==> config.mk <==
export PLATFORM = sky130hd
export DESIGN_NAME = traffic_light_fsm_flat
export DESIGN_NICKNAME = d
export VERILOG_FILES = /design/src/rtl/traffic_light_fsm_pkg.sv /design/src/rtl/traffic_light_fsm_if.sv /design/src/rtl/tick_edge_detect.sv /design/src/rtl/traffic_light_fsm.sv /design/src/flat_wrapper.sv
export SDC_FILE = /design/constraint.sdc
export NUM_CORES = 1
export LEC_CHECK = 0
export ABC_AREA = 0
export BUFFER_PORTS_ARGS = -buffer_cell sky130_fd_sc_hd__clkbuf_2
export CORE_ASPECT_RATIO = 1.1
export CORE_UTILIZATION = 30
export DETAILED_ROUTE_END_ITERATION = 12
export HOLD_SLACK_MARGIN = 0.05
export MAX_ROUTING_LAYER = met4
export PLACE_DENSITY = 0.53
export RECOVER_POWER = 25
export SYNTH_ARGS = -nofsm -noshare
export SYNTH_HDL_FRONTEND = slang
export SYNTH_SLANG_ARGS = --single-unit
==> constraint.sdc <==
create_clock -name clk -period 5 [get_ports clk]
set_input_delay 0.25 -clock clk [delete_from_list [all_inputs] [get_ports clk]]
set_output_delay 0.25 -clock clk [all_outputs]
set_load 0.02 [all_outputs]
==> src/rtl/traffic_light_fsm_pkg.sv <==
// Shared types for the intersection controller: phase encoding and lamp patterns.
package traffic_pkg;

  typedef enum logic [2:0] {
    NS_GREEN  = 3'd0,
    NS_YELLOW = 3'd1,
    ALL_RED_1 = 3'd2,
    EW_GREEN  = 3'd3,
    EW_YELLOW = 3'd4,
    ALL_RED_2 = 3'd5,
    WALK      = 3'd6,
    FLASH     = 3'd7
  } phase_e;

  // Lamp vectors are {red, yellow, green}
  localparam logic [2:0] LAMP_R   = 3'b100;
  localparam logic [2:0] LAMP_Y   = 3'b010;
  localparam logic [2:0] LAMP_G   = 3'b001;
  localparam logic [2:0] LAMP_OFF = 3'b000;

endpackage

==> src/rtl/traffic_light_fsm_if.sv <==
// Control/status bundle between the intersection controller and its environment.
interface traffic_light_fsm_if;

  logic              timer_clk;
  logic              enable;
  logic              ped_req;
  logic [2:0]        ns_light;
  logic [2:0]        ew_light;
  logic              ped_walk;
  logic              ped_pending;
  traffic_pkg::phase_e phase;

  modport master (
    output timer_clk, enable, ped_req,
    input  ns_light, ew_light, ped_walk, ped_pending, phase
  );

  modport slave (
    input  timer_clk, enable, ped_req,
    output ns_light, ew_light, ped_walk, ped_pending, phase
  );

endinterface

==> src/rtl/tick_edge_detect.sv <==
// Turns every edge of the ticker's toggle output into a one-cycle tick.
module tick_edge_detect (
  input  logic clk,
  input  logic rst,
  input  logic timer_clk,
  output logic tick
);

  logic timer_q;

  // timer_q tracks the input during reset too, so releasing reset never
  // produces a tick on its own; rst is accepted only for interface symmetry.
  always_ff @(posedge clk) begin
    if (rst) timer_q <= timer_clk;
    else     timer_q <= timer_clk;
  end

  assign tick = timer_clk ^ timer_q;

endmodule

==> src/rtl/traffic_light_fsm.sv <==
// Two-road intersection sequencer with latched pedestrian walk and flash mode.
module traffic_light_fsm
  import traffic_pkg::*;
#(
  parameter int GREEN_TICKS  = 8,
  parameter int YELLOW_TICKS = 2,
  parameter int ALLRED_TICKS = 1,
  parameter int WALK_TICKS   = 4
) (
  input  logic               clk,
  input  logic               rst,
  traffic_light_fsm_if.slave tl
);

  logic       tick;
  phase_e     state_q, state_d;
  logic [7:0] count_q, count_d;
  logic       fb_q, fb_d;
  logic       pend_q, pend_d;
  logic       walk_next_q, walk_next_d;
  logic       pend_clr;

  tick_edge_detect u_tick (
    .clk       (clk),
    .rst       (rst),
    .timer_clk (tl.timer_clk),
    .tick      (tick)
  );

  function automatic logic [7:0] phase_last(phase_e p);
    case (p)
      NS_GREEN, EW_GREEN:   phase_last = 8'(GREEN_TICKS - 1);
      NS_YELLOW, EW_YELLOW: phase_last = 8'(YELLOW_TICKS - 1);
      ALL_RED_1, ALL_RED_2: phase_last = 8'(ALLRED_TICKS - 1);
      WALK:                 phase_last = 8'(WALK_TICKS - 1);
      default:              phase_last = 8'd0;
    endcase
  endfunction

  always_ff @(posedge clk) begin
    if (rst) begin
      state_q     <= ALL_RED_2;
      count_q     <= 8'd0;
      fb_q        <= 1'b0;
      pend_q      <= 1'b0;
      walk_next_q <= 1'b0;
    end else begin
      state_q     <= state_d;
      count_q     <= count_d;
      fb_q        <= fb_d;
      pend_q      <= pend_d;
      walk_next_q <= walk_next_d;
    end
  end

  always_comb begin
    state_d     = state_q;
    count_d     = count_q;
    fb_d        = fb_q;
    walk_next_d = walk_next_q;
    pend_clr    = 1'b0;

    if (!tl.enable) begin
      if (state_q != FLASH) begin
        state_d = FLASH;
        count_d = 8'd0;
        fb_d    = 1'b0;
      end else if (tick) begin
        fb_d = ~fb_q;
      end
    end else if (state_q == FLASH) begin
      state_d = ALL_RED_2;
      count_d = 8'd0;
      fb_d    = 1'b0;
    end else if (tick) begin
      if (count_q == phase_last(state_q)) begin
        count_d = 8'd0;
        case (state_q)
          NS_GREEN:  state_d = NS_YELLOW;
          NS_YELLOW: state_d = ALL_RED_1;
          EW_GREEN:  state_d = EW_YELLOW;
          EW_YELLOW: state_d = ALL_RED_2;
          ALL_RED_1: begin
            if (pend_q) begin
              state_d     = WALK;
              walk_next_d = 1'b0;
              pend_clr    = 1'b1;
            end else begin
              state_d = EW_GREEN;
            end
          end
          ALL_RED_2: begin
            if (pend_q) begin
              state_d     = WALK;
              walk_next_d = 1'b1;
              pend_clr    = 1'b1;
            end else begin
              state_d = NS_GREEN;
            end
          end
          WALK:      state_d = walk_next_q ? NS_GREEN : EW_GREEN;
          default:   state_d = ALL_RED_2;
        endcase
      end else begin
        count_d = count_q + 8'd1;
      end
    end
  end

  // A request arriving on the walk-entry edge survives the clear.
  assign pend_d = tl.ped_req | (pend_q & ~pend_clr);

  always_comb begin
    tl.ns_light = LAMP_R;
    tl.ew_light = LAMP_R;
    tl.ped_walk = 1'b0;
    case (state_q)
      NS_GREEN:  tl.ns_light = LAMP_G;
      NS_YELLOW: tl.ns_light = LAMP_Y;
      EW_GREEN:  tl.ew_light = LAMP_G;
      EW_YELLOW: tl.ew_light = LAMP_Y;
      WALK:      tl.ped_walk = 1'b1;
      FLASH: begin
        tl.ns_light = {1'b0, fb_q, 1'b0};
        tl.ew_light = {1'b0, fb_q, 1'b0};
      end
      default: ;
    endcase
  end

  assign tl.ped_pending = pend_q;
  assign tl.phase       = state_q;

endmodule

==> src/flat_wrapper.sv <==
// flat-port wrapper written by rule: the top's interface ports become plain ports
module traffic_light_fsm_flat import traffic_pkg::*;
#(
  parameter int GREEN_TICKS  = 8,
  parameter int YELLOW_TICKS = 2,
  parameter int ALLRED_TICKS = 1,
  parameter int WALK_TICKS   = 4
)
  (clk, rst, tl_timer_clk, tl_enable, tl_ped_req, tl_ns_light, tl_ew_light, tl_ped_walk, tl_ped_pending, tl_phase);
  traffic_light_fsm_if tl_i ();
  input  logic clk;
  input  logic rst;
  input wire logic [$bits(tl_i.timer_clk)-1:0] tl_timer_clk;
  input wire logic [$bits(tl_i.enable)-1:0] tl_enable;
  input wire logic [$bits(tl_i.ped_req)-1:0] tl_ped_req;
  output wire logic [$bits(tl_i.ns_light)-1:0] tl_ns_light;
  output wire logic [$bits(tl_i.ew_light)-1:0] tl_ew_light;
  output wire logic [$bits(tl_i.ped_walk)-1:0] tl_ped_walk;
  output wire logic [$bits(tl_i.ped_pending)-1:0] tl_ped_pending;
  output wire logic [$bits(tl_i.phase)-1:0] tl_phase;
  assign tl_i.timer_clk = tl_timer_clk;
  assign tl_i.enable = tl_enable;
  assign tl_i.ped_req = tl_ped_req;
  assign tl_ns_light = tl_i.ns_light;
  assign tl_ew_light = tl_i.ew_light;
  assign tl_ped_walk = tl_i.ped_walk;
  assign tl_ped_pending = tl_i.ped_pending;
  assign tl_phase = tl_i.phase;
  traffic_light_fsm #(.GREEN_TICKS(GREEN_TICKS), .YELLOW_TICKS(YELLOW_TICKS), .ALLRED_TICKS(ALLRED_TICKS), .WALK_TICKS(WALK_TICKS)) u_core (.clk(clk), .rst(rst), .tl(tl_i));
endmodule
==> results of run 1 <==
[cells by family after synthesis]
family | after synthesis | share of synthesized area, %
buffers and inverters | 14 | 6.80
AOI/OAI and AO/OA | 43 | 27.3
and+or+nand+nor | 62 | 30.4
xor gates and xnor gates | 3 | 3.22
muxes | 2 | 2.39
adders and majority gates | 1 | 1.19
DFF | 15 | 28.6
[metrics by stage]
| step | cell area [µm²] | total power, mW |
|---|---|---|
| global placement | 1130 | 0.494 |
| floorplan | 1050 | 0.441 |
| CTS | 1160 | 0.573 |
| detailed placement | 1130 | 0.498 |
| finish | 1150 | 0.565 |
| global route | 1150 | 0.617 |
[metal layers]
metal	wire length (µm)	track usage, %	part of all wire, %	vias to the layer above
li1	-	-	-	515
met1	1210	20.4	49	489
met2	1160	23.4	47	20
met3	75	1.82	3.0	4
met4	28	5.36	1.1	0
met5	0	-	0	-
[state kept, by name (all words and copies together) (netlist names)]
signal and cells:
u_core.count_q 8, u_core.fb_q 1, u_core.tl.ped_pending 1, u_core.tl.phase 3, u_core.u_tick.timer_q 1, u_core.walk_next_q 1
[area by class of cell]
cell class	instances	area share [%]
Clock buffer	3	1.95
Clock inverter	1	0.433
Inverter	6	1.95
Multi-Input combinational cell	111	58.6
Sequential cell	15	26.0
Tap cell	48	5.20
Timing Repair Buffer	15	5.85
[cells in the final DEF (no fill, tap or decap), types with 2 or more instances in the layout]
cell / instances
sky130_fd_sc_hd__and3_1: 3
sky130_fd_sc_hd__nand2_1: 19
sky130_fd_sc_hd__inv_1: 6
sky130_fd_sc_hd__and2_1: 4
sky130_fd_sc_hd__a21o_1: 4
sky130_fd_sc_hd__nor2_1: 9
sky130_fd_sc_hd__nand3_1: 5
sky130_fd_sc_hd__a21boi_0: 3
sky130_fd_sc_hd__a21oi_1: 13
sky130_fd_sc_hd__clkbuf_1: 6
sky130_fd_sc_hd__nor4_1: 2
sky130_fd_sc_hd__or3_1: 5
sky130_fd_sc_hd__nor3_1: 4
sky130_fd_sc_hd__clkbuf_4: 3
sky130_fd_sc_hd__o211ai_1: 2
sky130_fd_sc_hd__nand3b_1: 2
sky130_fd_sc_hd__or2_2: 4
sky130_fd_sc_hd__nand2b_1: 2
sky130_fd_sc_hd__o21a_1: 3
sky130_fd_sc_hd__o21ai_0: 8
sky130_fd_sc_hd__clkbuf_2: 9
sky130_fd_sc_hd__dfxtp_1: 15
[final timing paths]
path	from	end	slack (ns)	cells after the start
max	u_core.tl.phase[2]	u_core.count_q[4]	2.70	6
min	tl_timer_clk	u_core.u_tick.timer_q	0.11	1
max reg2reg	u_core.tl.phase[2]	u_core.count_q[4]	2.70	6
min reg2reg	u_core.count_q[1]	u_core.count_q[1]	0.52	2
[power by group through the flow]
stage               clock, mW  combinational (mW)  sequential (mW)
detailed placement          0               0.305            0.193
floorplan                   0               0.275            0.167
finish                 0.0740               0.302            0.189
global placement            0               0.304            0.191
global route           0.0802               0.339            0.198
CTS                    0.0768               0.306            0.190
==> impl_metrics.prom, run 1 <==
# TYPE chip_impl_metric gauge
chip_impl_metric{name="yosys_warning_count",unit=""} 0
chip_impl_metric{name="path_clk_slew",unit="ns"} 0.11
chip_impl_metric{name="io_buf_count",unit=""} 15
chip_impl_metric{name="num_io_pins",unit=""} 16
chip_impl_metric{name="mappedNetlistArea",unit="mm²"} 0.00105
chip_impl_metric{name="antenna_found_initial",unit=""} 0
chip_impl_metric{name="final_min_period_over_clock_period",unit="%"} 46.0
chip_impl_metric{name="core_area",unit="mm²"} 0.00333
chip_impl_metric{name="synthDistinctLibCells",unit=""} 42
chip_impl_metric{name="clkLatencyLatePin",unit="ns"} 0.29
chip_impl_metric{name="row_count",unit=""} 22
chip_impl_info{name="yosys.cell_count.top_type",value="sky130_fd_sc_hd__nand2_1"} 1
chip_impl_metric{name="layout.area.seq",unit="µm²"} 300
chip_impl_metric{name="final_cell_count_no_fill",unit=""} 199
chip_impl_metric{name="antenna_left",unit=""} 0
chip_impl_metric{name="drt_iter0_markers",unit=""} 46
chip_impl_metric{name="wire_per_inst",unit="µm"} 12.4
chip_impl_metric{name="avg_inst_size_synth",unit="µm²"} 7.49
chip_impl_metric{name="num-fill-cells",unit=""} 371
chip_impl_metric{name="finalNetCount",unit=""} 158
chip_impl_metric{name="grt_start_max_net_pins",unit=""} 21
chip_impl_metric{name="placed_cells",unit=""} 195
chip_impl_metric{name="cts_hold_repair_buffers",unit=""} 0
chip_impl_metric{name="setup_violations",unit=""} 0
chip_impl_metric{name="final.setup.worst_slack",unit="ns"} 2.70
chip_impl_metric{name="clock-skew-final",unit="ns"} 0.00808
chip_impl_info{name="end_kind",value="register"} 1
chip_impl_metric{name="drc",unit=""} 0
chip_impl_metric{name="share_comb_of_total_power",unit="%"} 53.4
chip_impl_metric{name="floorplan_die_area",unit="mm²"} 0.00374
chip_impl_metric{name="power_switching_share",unit="%"} 51.2
chip_impl_info{name="critPathKind",value="register to register"} 1
chip_impl_metric{name="ys_seq_area_share",unit="%"} 28.6
chip_impl_metric{name="slew_headroom",unit="%"} 44.1
chip_impl_metric{name="synth_enable_flop_cells",unit=""} 0
chip_impl_metric{name="synth-async-reset-ratio",unit="%"} 0
chip_impl_metric{name="synth.top_cell.area_share",unit="%"} 28.6
chip_impl_metric{name="leakage",unit="nW"} 0.406
chip_impl_metric{name="globalplace.congestion",unit=""} 0.890
chip_impl_metric{name="p_int",unit="mW"} 0.275
chip_impl_metric{name="postSynthNetCount",unit=""} 146
chip_impl_info{name="cts_root_buf",value="sky130_fd_sc_hd__clkbuf_4"} 1
chip_impl_metric{name="tightest_slew",unit="ns"} 0.833
chip_impl_info{name="worstHoldPathType",value="input pin to register"} 1
chip_impl_metric{name="detail_route.vias_per_cell",unit=""} 5.17
chip_impl_info{name="outcome",value="finished, final reports clean"} 1
chip_impl_metric{name="max-vdd-ir-drop",unit="mV"} 0.126
chip_impl_metric{name="worst_path_largest_cell_delay",unit="ns"} 0.72
chip_impl_metric{name="p_seq_share",unit="%"} 33.5
chip_impl_metric{name="start_util",unit="%"} 31.5
chip_impl_metric{name="timing.max_cap.violations",unit=""} 0
chip_impl_metric{name="post-place-ws",unit="ns"} 2.70
chip_impl_metric{name="crit_path_max_fanout",unit=""} 20
chip_impl_metric{name="cts_max_level",unit=""} 1
chip_impl_info{name="tritoncts",value="done"} 1
chip_impl_info{name="ys.flop_type",value="sky130_fd_sc_hd__dfxtp_1"} 1
chip_impl_info{name="synth_area_leaders",value="sky130_fd_sc_hd__dfxtp_1 29%, sky130_fd_sc_hd__nand2_1 6.8%, sky130_fd_sc_hd__a21oi_1 6.2%, sky130_fd_sc_hd__o21ai_0 3.8%, sky130_fd_sc_hd__nor2_1 3.2%"} 1
chip_impl_info{name="setup.worst_path.start_class",value="register"} 1
chip_impl_metric{name="vias",unit=""} 1028
chip_impl_metric{name="finalSetupTns",unit="ns"} 0
chip_impl_info{name="crit_path_top_delay_cell",value="sky130_fd_sc_hd__dfxtp_1"} 1
chip_impl_metric{name="signal_arrival_time_at_the_worst_endpoint",unit="ns"} 2.48
chip_impl_info{name="setup_repair_after_global_routing_missed_its_margin",value="false"} 1
chip_impl_metric{name="finalCoreUtilization",unit="%"} 34.7
chip_impl_metric{name="hold-worst-slack",unit="ns"} 0.106
chip_impl_info{name="ys_top_cells_by_count",value="19 x sky130_fd_sc_hd__nand2_1, 15 x sky130_fd_sc_hd__dfxtp_1, 13 x sky130_fd_sc_hd__a21oi_1, 9 x sky130_fd_sc_hd__nor2_1, 8 x sky130_fd_sc_hd__o21ai_0"} 1
chip_impl_metric{name="clock.fmax",unit="MHz"} 435
chip_impl_metric{name="cts_buffer_depth",unit=""} 2
chip_impl_metric{name="floorplan.die.width",unit="µm"} 58.4
chip_impl_info{name="critical-path-top-delay-family",value="simple AND/OR/NAND/NOR gates"} 1
chip_impl_metric{name="dr.pass1.iters",unit=""} 4
chip_impl_metric{name="timing.critical_path.required",unit="ns"} 5.18
chip_impl_metric{name="timing.final.crit_period",unit="ns"} 2.30
chip_impl_metric{name="slew_viol_final",unit=""} 0
chip_impl_metric{name="grt_pass1_vias",unit=""} 863
chip_impl_metric{name="post-dp-hpwl",unit="mm"} 1.80
chip_impl_metric{name="grt_pass1_wl",unit="mm"} 4.24
chip_impl_metric{name="postSynthRegisterBits",unit=""} 15
chip_impl_metric{name="clock_sinks",unit=""} 15
chip_impl_metric{name="area_delta_synth_final",unit="%"} 10.1
chip_impl_metric{name="drive_gt1_share",unit="%"} 15.2
chip_impl_metric{name="all_layer_gr_usage",unit="%"} 15.2
chip_impl_metric{name="grt_remaining_overflow",unit=""} 0
chip_impl_metric{name="wl",unit="mm"} 2.47
chip_impl_metric{name="power.switching",unit="mW"} 0.289
chip_impl_metric{name="syn-instance-count",unit=""} 140
chip_impl_metric{name="insertedDiodeCount",unit=""} 0
chip_impl_metric{name="clkPwrFrac",unit="%"} 13.1
chip_impl_metric{name="multi_input_comb_area",unit="µm²"} 677
chip_impl_info{name="crit_chain",value="nand3_1, or2_2, o21ai_1, or3_1, a21o_1, a21oi_1"} 1
chip_impl_metric{name="critPathBufInv",unit=""} 0
chip_impl_metric{name="postCtsSetupBuffers",unit=""} 0
chip_impl_metric{name="fp.dieH",unit="µm"} 64.0
chip_impl_metric{name="hold_violations",unit=""} 0
chip_impl_metric{name="p_per_area",unit="mW/mm²"} 489
chip_impl_metric{name="tritoncts.num_buffers",unit=""} 3
chip_impl_info{name="cell_type_with_the_highest_aggregate_area_in_the_netlist",value="sky130_fd_sc_hd__dfxtp_1"} 1
chip_impl_metric{name="post_cts_resize_count",unit=""} 0
(Power assumes the default switching activity.)
==> inputs of run 2 (changes only) <==
--- a/config.mk
+++ b/config.mk
@@ -5,7 +5,7 @@
 export SDC_FILE = /design/constraint.sdc
 export NUM_CORES = 1
 export LEC_CHECK = 0
-export ABC_AREA = 0
+export ABC_AREA = 1
 export BUFFER_PORTS_ARGS = -buffer_cell sky130_fd_sc_hd__clkbuf_2
 export CORE_ASPECT_RATIO = 1.1
 export CORE_UTILIZATION = 30
==> constraint.sdc (replaced) <==
create_clock -name clk -period 2.3 [get_ports clk]
set_input_delay 0.115 -clock clk [delete_from_list [all_inputs] [get_ports clk]]
set_output_delay 0.115 -clock clk [all_outputs]
set_load 0.02 [all_outputs]
==> run 2 against run 1 <==
First-iteration DRC count is 33% lower; flip-flop and latch count did not move; global-route usage is essentially flat; synthesized cell count increased by 2.9%; register-to-register slack worse by 2.2 ns; sequential share of layout area grew 1.6 points; setup slack worse by 2.2 ns.
==> impl_metrics.prom, run 2 <==
# TYPE chip_impl_metric gauge
chip_impl_metric{name="tritoncts.num_buffers",unit=""} 3
chip_impl_metric{name="floorplan.die.width",unit="µm"} 55.0
chip_impl_info{name="ys.flop_type",value="sky130_fd_sc_hd__dfxtp_1"} 1
chip_impl_metric{name="setup_violations",unit=""} 0
chip_impl_metric{name="synthAdderAreaFrac",unit="%"} 1.35
chip_impl_metric{name="antenna_found_initial",unit=""} 0
chip_impl_metric{name="multi_input_comb_area",unit="µm²"} 543
chip_impl_info{name="end_kind",value="register"} 1
chip_impl_metric{name="clkPwrFrac",unit="%"} 12.3
chip_impl_metric{name="post-dp-hpwl",unit="mm"} 1.70
chip_impl_metric{name="area_delta_synth_final",unit="%"} 17.1
chip_impl_metric{name="syn-instance-count",unit=""} 144
chip_impl_metric{name="timing.critical_path.required",unit="ns"} 2.48
chip_impl_metric{name="floorplan_die_area",unit="mm²"} 0.00332
chip_impl_metric{name="grt_remaining_overflow",unit=""} 0
chip_impl_info{name="synth_area_leaders",value="sky130_fd_sc_hd__dfxtp_1 32%, sky130_fd_sc_hd__nand2_1 13%, sky130_fd_sc_hd__nand3_1 11%, sky130_fd_sc_hd__nor2_1 9.7%, sky130_fd_sc_hd__inv_1 7.3%"} 1
chip_impl_metric{name="finalNetCount",unit=""} 172
chip_impl_info{name="setup_repair_after_global_routing_missed_its_margin",value="false"} 1
chip_impl_metric{name="clock.fmax",unit="MHz"} 548
chip_impl_info{name="tritoncts",value="done"} 1
chip_impl_metric{name="mappedNetlistArea",unit="µm²"} 928
chip_impl_metric{name="finalSetupTns",unit="ns"} 0
chip_impl_metric{name="synthDistinctLibCells",unit=""} 23
chip_impl_metric{name="yosys_warning_count",unit=""} 0
chip_impl_metric{name="share_comb_of_total_power",unit="%"} 57.3
chip_impl_metric{name="worst_path_largest_cell_delay",unit="ns"} 0.49
chip_impl_info{name="critical-path-top-delay-family",value="simple AND/OR/NAND/NOR gates"} 1
chip_impl_metric{name="insertedDiodeCount",unit=""} 0
chip_impl_metric{name="hold_violations",unit=""} 0
chip_impl_metric{name="antenna_left",unit=""} 0
chip_impl_metric{name="slew_viol_final",unit=""} 0
chip_impl_metric{name="num_io_pins",unit=""} 16
chip_impl_metric{name="wl",unit="mm"} 2.10
chip_impl_metric{name="postSynthRegisterBits",unit=""} 15
chip_impl_metric{name="slew_headroom",unit="%"} 80.8
chip_impl_metric{name="path_clk_slew",unit="ns"} 0.09
chip_impl_metric{name="finalCoreUtilization",unit="%"} 38.1
chip_impl_metric{name="timing.max_cap.violations",unit=""} 0
chip_impl_metric{name="num-fill-cells",unit=""} 323
chip_impl_metric{name="synth_xor_xnor_area_share",unit="%"} 7.55
chip_impl_metric{name="critPathBufInv",unit=""} 1
chip_impl_info{name="regMostFlops",value="u_core.count_q"} 1
chip_impl_metric{name="signal_arrival_time_at_the_worst_endpoint",unit="ns"} 2.01
chip_impl_info{name="leading_cell_type_in_the_layout_fill_and_taps_excluded",value="sky130_fd_sc_hd__nand2_1"} 1
chip_impl_metric{name="all_layer_gr_usage",unit="%"} 15.2
chip_impl_metric{name="grt_pass1_wl",unit="mm"} 3.55
chip_impl_info{name="setup.worst_path.start_class",value="register"} 1
chip_impl_info{name="layout_common_cells",value="32 x sky130_fd_sc_hd__nand2_1, 24 x sky130_fd_sc_hd__nor2_1, 21 x sky130_fd_sc_hd__nand3_1"} 1
chip_impl_metric{name="drive_gt1_share",unit="%"} 13.3
chip_impl_metric{name="max-vdd-ir-drop",unit="mV"} 0.591
chip_impl_metric{name="row_count",unit=""} 20
chip_impl_metric{name="avg_inst_size_synth",unit="µm²"} 6.45
chip_impl_metric{name="clock_sinks",unit=""} 15
chip_impl_info{name="synth_top_family_by_area",value="simple AND/OR/NAND/NOR gates"} 1
chip_impl_metric{name="io_buf_count",unit=""} 15
chip_impl_metric{name="tightest_slew",unit="ns"} 0.288
chip_impl_metric{name="synth_compound_area_share",unit="%"} 4.99
chip_impl_metric{name="globalplace.congestion",unit=""} 0.853
chip_impl_info{name="yosys.cell_count.top_type",value="sky130_fd_sc_hd__nand2_1"} 1
chip_impl_info{name="crit_path_top_delay_cell",value="sky130_fd_sc_hd__dfxtp_1"} 1
chip_impl_info{name="outcome",value="finished, final reports clean"} 1
chip_impl_metric{name="wire_per_inst",unit="µm"} 10.6
chip_impl_metric{name="grt_pass1_vias",unit=""} 883
chip_impl_metric{name="synth.top_cell.area_share",unit="%"} 32.3
chip_impl_metric{name="power.switching",unit="mW"} 0.633
chip_impl_metric{name="vias",unit=""} 954
chip_impl_metric{name="clock-skew-final",unit="ns"} 0.000449
chip_impl_metric{name="crit_path_max_fanout",unit=""} 8
chip_impl_metric{name="final_min_period_over_clock_period",unit="%"} 79.3
chip_impl_metric{name="largest_reg_flops",unit=""} 8
chip_impl_metric{name="p_int",unit="mW"} 0.592
chip_impl_metric{name="core_area",unit="mm²"} 0.00285
chip_impl_metric{name="synthSimpleGateAreaFrac",unit="%"} 44.6
chip_impl_metric{name="synth_enable_flop_cells",unit=""} 0
chip_impl_metric{name="leakage",unit="nW"} 0.545
chip_impl_metric{name="drc",unit=""} 0
chip_impl_info{name="worstHoldPathType",value="input pin to register"} 1
chip_impl_info{name="cp_common_cell",value="sky130_fd_sc_hd__nand2_1"} 1
chip_impl_info{name="ys_top_cells_by_count",value="32 x sky130_fd_sc_hd__nand2_1, 24 x sky130_fd_sc_hd__nor2_1, 21 x sky130_fd_sc_hd__nand3_1, 18 x sky130_fd_sc_hd__inv_1, 15 x sky130_fd_sc_hd__dfxtp_1"} 1
chip_impl_metric{name="p_seq_share",unit="%"} 30.5
chip_impl_metric{name="p_per_area",unit="mW/mm²"} 1130
chip_impl_metric{name="clkLatencyLatePin",unit="ns"} 0.28
chip_impl_metric{name="timing.final.crit_period",unit="ns"} 1.82
chip_impl_metric{name="cts_buffer_depth",unit=""} 2
chip_impl_info{name="critPathKind",value="register to register"} 1
chip_impl_metric{name="power_switching_share",unit="%"} 51.7
chip_impl_metric{name="layout.area.seq",unit="µm²"} 300
chip_impl_info{name="crit_chain",value="inv_1, nand3_1, nand2_1, nand2_1, nand3_1, nor2_1, nand2_1, nand2_2, nand2_2, nand2_4, nor2_1"} 1
chip_impl_metric{name="drt_iter0_markers",unit=""} 31
chip_impl_info{name="cell_type_with_the_highest_aggregate_area_in_the_netlist",value="sky130_fd_sc_hd__dfxtp_1"} 1
chip_impl_metric{name="fp.dieH",unit="µm"} 60.3
chip_impl_metric{name="fraction_of_synthesized_area_in_multiplexers",unit="%"} 0
chip_impl_metric{name="start_util",unit="%"} 32.5
chip_impl_metric{name="detail_route.vias_per_cell",unit=""} 4.82
chip_impl_metric{name="cts_max_level",unit=""} 1
chip_impl_metric{name="postSynthNetCount",unit=""} 150
chip_impl_info{name="cts_root_buf",value="sky130_fd_sc_hd__clkbuf_4"} 1
chip_impl_metric{name="synth-async-reset-ratio",unit="%"} 0
chip_impl_metric{name="grt_start_max_net_pins",unit=""} 11
chip_impl_metric{name="ys_seq_area_share",unit="%"} 32.3
chip_impl_metric{name="dr.pass1.iters",unit=""} 4
==> run 2: layout make-up <==
type                       count  share of cell area [%]
timing repair buffer          18                    9.09
inverter                      20                    7.13
multi-input combinational    108                    49.9
tap                           33                    3.80
clock buffer                   4                    2.42
sequential                    15                    27.6
==> run 2: final timing paths <==
check	start	to	slack [ns]	cells after the start
worst max register to register	u_core.tl.phase[2]	u_core.count_q[4]	0.48	11
worst min-delay path	tl_enable	u_core.count_q[6]	0.16	3
worst max-delay path	u_core.tl.phase[2]	u_core.count_q[4]	0.48	11
worst min register to register	u_core.count_q[7]	u_core.count_q[7]	0.51	2
==> run 2: per-stage QoR <==
step | instances | worst slack (ns) | cell area [µm²] | hold slack (ns) | total power [mW]
floorplan | 144 | 0.697 | 928 | 0.143 | 0.903
finish | 198 | 0.476 | 1090 | 0.157 | 1.22
global route | 198 | 0.286 | 1090 | 0.179 | 1.35
CTS | 198 | 0.545 | 1090 | 0.163 | 1.24
global placement | 191 | 0.561 | 1040 | 0.244 | 1.08
detailed placement | 191 | 0.561 | 1040 | 0.247 | 1.08
==> run 2: cell families after synthesis <==
kind of cell               Yosys count
adders and majority gates            1
and+or+nand+nor                     91
AOI/OAI and AO/OA                    8
xor gates and xnor gates             8
DFF                                 15
buffers and inverters               21
==> run 2: timing repair <==
item | CTS | global route
endpoints found under the hold margin | 3 | 0
hold buffers | 3 | 0
gates resized for setup | 0 | 0
setup buffers | 0 | 0
==> run 2: power by group through the flow <==
stage	clock network [mW]	logic, mW	registers [mW]
2_1_floorplan	0	0.518	0.386
3_3_place_gp	0	0.704	0.377
3_5_place_dp	0	0.703	0.380
4_1_cts	0.155	0.709	0.373
5_1_grt	0.166	0.798	0.382
6_report	0.150	0.701	0.373
==> run 2: tightest hold or removal path: cells and delay by family <==
kind / cells / cell delay (ns)
buffers and inverters: 1 / 0.13
and+or+nand+nor: 1 / 0.10
AOI/OAI and AO/OA: 1 / 0.05
==> run 2: layer usage <==
metal / global-route usage [%] / share of wire, % / up-vias
li1: - / - / 499
met2: 26.9 / 48 / 16
met1: 16.9 / 46 / 434
met3: 1.50 / 3.7 / 5
met5: - / 0 / -
met4: 6.43 / 1.9 / 0
==> inputs of run 3 (changes only) <==
--- a/config.mk
+++ b/config.mk
@@ -12,7 +12,7 @@
 export DETAILED_ROUTE_END_ITERATION = 12
 export HOLD_SLACK_MARGIN = 0.05
 export MAX_ROUTING_LAYER = met4
-export PLACE_DENSITY = 0.53
+export PLACE_DENSITY = 0.55
 export RECOVER_POWER = 25
 export SYNTH_ARGS = -nofsm -noshare
 export SYNTH_HDL_FRONTEND = slang
==> constraint.sdc (replaced) <==
create_clock -name clk -period 1.6 [get_ports clk]
set_input_delay 0.08 -clock clk [delete_from_list [all_inputs] [get_ports clk]]
set_output_delay 0.08 -clock clk [all_outputs]
set_load 0.02 [all_outputs]
==> run 3 against run 2 <==
Critical path depth down 2; clock skew up 0.0028 ns; final area up 17%; first-iteration DRC count down 45%.
==> impl_metrics.prom, run 3 (same netlist as run 2, synthesis figures left out) <==
# TYPE chip_impl_metric gauge
chip_impl_metric{name="layout.area.seq",unit="µm²"} 312
chip_impl_metric{name="routedLengthMet1",unit="mm"} 1.09
chip_impl_metric{name="setup_violations",unit=""} 0
chip_impl_info{name="crit_path_top_delay_cell",value="sky130_fd_sc_hd__dfxtp_4"} 1
chip_impl_info{name="crit_chain",value="inv_4, buf_4, nor2_1, nand2_1, nand2_2, nand2_4, buf_4, a21oi_1, nor2_1"} 1
chip_impl_metric{name="vias",unit=""} 1034
chip_impl_info{name="setup.worst_path.start_class",value="register"} 1
chip_impl_metric{name="clock-skew-final",unit="ns"} 0.00325
chip_impl_info{name="top_metal_layer_carrying_routed_signals",value="met4"} 1
chip_impl_metric{name="num_io_pins",unit=""} 16
chip_impl_metric{name="grt_remaining_overflow",unit=""} 0
chip_impl_metric{name="wire_per_inst",unit="µm"} 12.2
chip_impl_info{name="leading_cell_type_in_the_layout_fill_and_taps_excluded",value="sky130_fd_sc_hd__nand2_1"} 1
chip_impl_info{name="cts_root_buf",value="sky130_fd_sc_hd__clkbuf_4"} 1
chip_impl_info{name="worstHoldPathType",value="input pin to register"} 1
chip_impl_metric{name="finalCoreUtilization",unit="%"} 44.7
chip_impl_metric{name="fp.dieH",unit="µm"} 60.3
chip_impl_metric{name="floorplan.die.width",unit="µm"} 55.0
chip_impl_metric{name="final_area",unit="mm²"} 0.00127
chip_impl_metric{name="critPathBufInv",unit=""} 3
chip_impl_info{name="setup_repair_after_global_routing_missed_its_margin",value="true"} 1
chip_impl_metric{name="cts_buffer_depth",unit=""} 2
chip_impl_metric{name="leakage",unit="nW"} 0.636
chip_impl_metric{name="grt_start_max_net_pins",unit=""} 10
chip_impl_info{name="tritoncts",value="done"} 1
chip_impl_metric{name="floorplan_die_area",unit="mm²"} 0.00332
chip_impl_metric{name="post-dp-hpwl",unit="mm"} 1.91
chip_impl_metric{name="timing.critical_path.required",unit="ns"} 1.78
chip_impl_metric{name="area_delta_synth_final",unit="%"} 37.3
chip_impl_metric{name="core_area",unit="mm²"} 0.00285
chip_impl_metric{name="drive_gt1_share",unit="%"} 32.4
chip_impl_metric{name="detail_route.vias_per_cell",unit=""} 4.88
chip_impl_info{name="regMostFlops",value="u_core.count_q"} 1
chip_impl_metric{name="clock.fmax",unit="MHz"} 664
chip_impl_info{name="critPathKind",value="register to register"} 1
chip_impl_metric{name="multi_input_comb_area",unit="µm²"} 607
chip_impl_metric{name="detailroute.wirelength.met3",unit="µm"} 118
chip_impl_info{name="crit-reg2reg-launch",value="u_core.tl.phase[2]"} 1
chip_impl_metric{name="row_count",unit=""} 20
chip_impl_metric{name="p_per_area",unit="mW/mm²"} 1640
chip_impl_info{name="critical-path-top-delay-family",value="simple AND/OR/NAND/NOR gates"} 1
chip_impl_metric{name="tightest_slew",unit="ns"} 0.317
chip_impl_metric{name="largest_reg_flops",unit=""} 8
chip_impl_metric{name="cts_max_level",unit=""} 1
chip_impl_metric{name="start_util",unit="%"} 32.5
chip_impl_metric{name="drc",unit=""} 0
chip_impl_metric{name="finalNetCount",unit=""} 186
chip_impl_metric{name="crit_path_max_fanout",unit=""} 6
chip_impl_metric{name="worst_path_largest_cell_delay",unit="ns"} 0.39
chip_impl_info{name="layout_common_cells",value="31 x sky130_fd_sc_hd__nand2_1, 20 x sky130_fd_sc_hd__nor2_1, 17 x sky130_fd_sc_hd__inv_1"} 1
chip_impl_metric{name="wl",unit="mm"} 2.60
chip_impl_metric{name="tritoncts.num_buffers",unit=""} 3
chip_impl_metric{name="dr.pass1.iters",unit=""} 4
chip_impl_metric{name="slew_headroom",unit="%"} 78.9
chip_impl_metric{name="final_min_period_over_clock_period",unit="%"} 94.1
chip_impl_metric{name="clkLatencyLatePin",unit="ns"} 0.29
chip_impl_metric{name="placedInstanceArea",unit="mm²"} 0.00111
chip_impl_metric{name="timing.max_cap.violations",unit=""} 0
chip_impl_metric{name="num-fill-cells",unit=""} 320
chip_impl_metric{name="grt_pass1_vias",unit=""} 915
chip_impl_metric{name="clock_sinks",unit=""} 15
chip_impl_metric{name="insertedDiodeCount",unit=""} 0
chip_impl_info{name="hold_path.startpoint",value="tl_enable"} 1
chip_impl_metric{name="drt_iter0_markers",unit=""} 17
chip_impl_metric{name="grt_pass1_wl",unit="mm"} 4.03
chip_impl_metric{name="io_buf_count",unit=""} 15
chip_impl_metric{name="antenna_left",unit=""} 0
chip_impl_info{name="end_kind",value="register"} 1
chip_impl_metric{name="timing.final.crit_period",unit="ns"} 1.51
chip_impl_metric{name="antenna_found_initial",unit=""} 0
chip_impl_info{name="outcome",value="finished, final reports clean"} 1
chip_impl_metric{name="route.met2.wl",unit="mm"} 1.37
chip_impl_info{name="startpoint",value="u_core.tl.phase[2]"} 1
chip_impl_metric{name="hold_violations",unit=""} 0
chip_impl_metric{name="path_clk_slew",unit="ns"} 0.10
chip_impl_metric{name="all_layer_gr_usage",unit="%"} 17.6
chip_impl_metric{name="max-vdd-ir-drop",unit="mV"} 1.09
chip_impl_metric{name="slew_viol_final",unit=""} 0
chip_impl_metric{name="globalplace.congestion",unit=""} 0.862
chip_impl_metric{name="signal_arrival_time_at_the_worst_endpoint",unit="ns"} 1.69
## run 3: layer usage
| metal | GRT usage (%) | vias up |
|---|---|---|
| met3 | 3.01 | 2 |
| met5 | - | - |
| met4 | 5.36 | 0 |
| met2 | 29.4 | 25 |
| met1 | 21.3 | 476 |
| li1 | - | 531 |
## run 3: worst min-delay path, stage by stage
cell                       delay [ns]
sky130_fd_sc_hd__clkbuf_2        0.13
sky130_fd_sc_hd__nand3_1         0.10
sky130_fd_sc_hd__a21oi_1         0.06
## run 3: per-stage QoR
| step | total power [mW] | hold WS, ns | std cells | setup slack (ns) | TNS, ns |
|---|---|---|---|---|---|
| 2_1_floorplan | 1.30 | 0.108 | 144 | 0.0422 | 0 |
| 3_3_place_gp | 1.64 | 0.208 | 201 | -0.000206 | -0.000206 |
| 3_5_place_dp | 1.66 | 0.211 | 201 | -0.0831 | -0.0831 |
| 4_1_cts | 1.90 | 0.123 | 208 | 0.00383 | 0 |
| 5_1_grt | 2.28 | 0.145 | 212 | -0.0450 | -0.0575 |
| 6_report | 2.10 | 0.113 | 212 | 0.0946 | 0 |
## run 3: timing repair
item / 4_1_cts / 5_1_grt
hold buffers: 3 / 0
endpoints found under the setup margin: 1 / 14
pin swaps: 0 / 6
hold endpoints to repair: 3 / 0
setup buffers: 0 / 4
gates resized for setup: 1 / 25
## run 3: area by class of cell
class | count | area share [%]
multi-input combinational | 108 | 47.6
sequential | 15 | 24.4
timing repair buffer | 32 | 16.3
inverter | 20 | 6.28
tap | 33 | 3.24
clock buffer | 3 | 1.77
clock inverter | 1 | 0.393
## run 3: final timing paths
check | end | slack, ns | cells after the start
worst max register to register | u_core.tl.phase[1] | 0.09 | 9
worst min-delay path | u_core.count_q[6] | 0.11 | 3
worst max-delay path | u_core.tl.phase[1] | 0.09 | 9
worst min register to register | u_core.count_q[7] | 0.52 | 2
## run 3: where the power goes
part	total [mW]	internal, mW	leakage, nW	switching (mW)
Combinational	1.31	0.514	0.495	0.797
Clock	0.228	0.0929	0.0177	0.135
Sequential	0.559	0.457	0.123	0.101
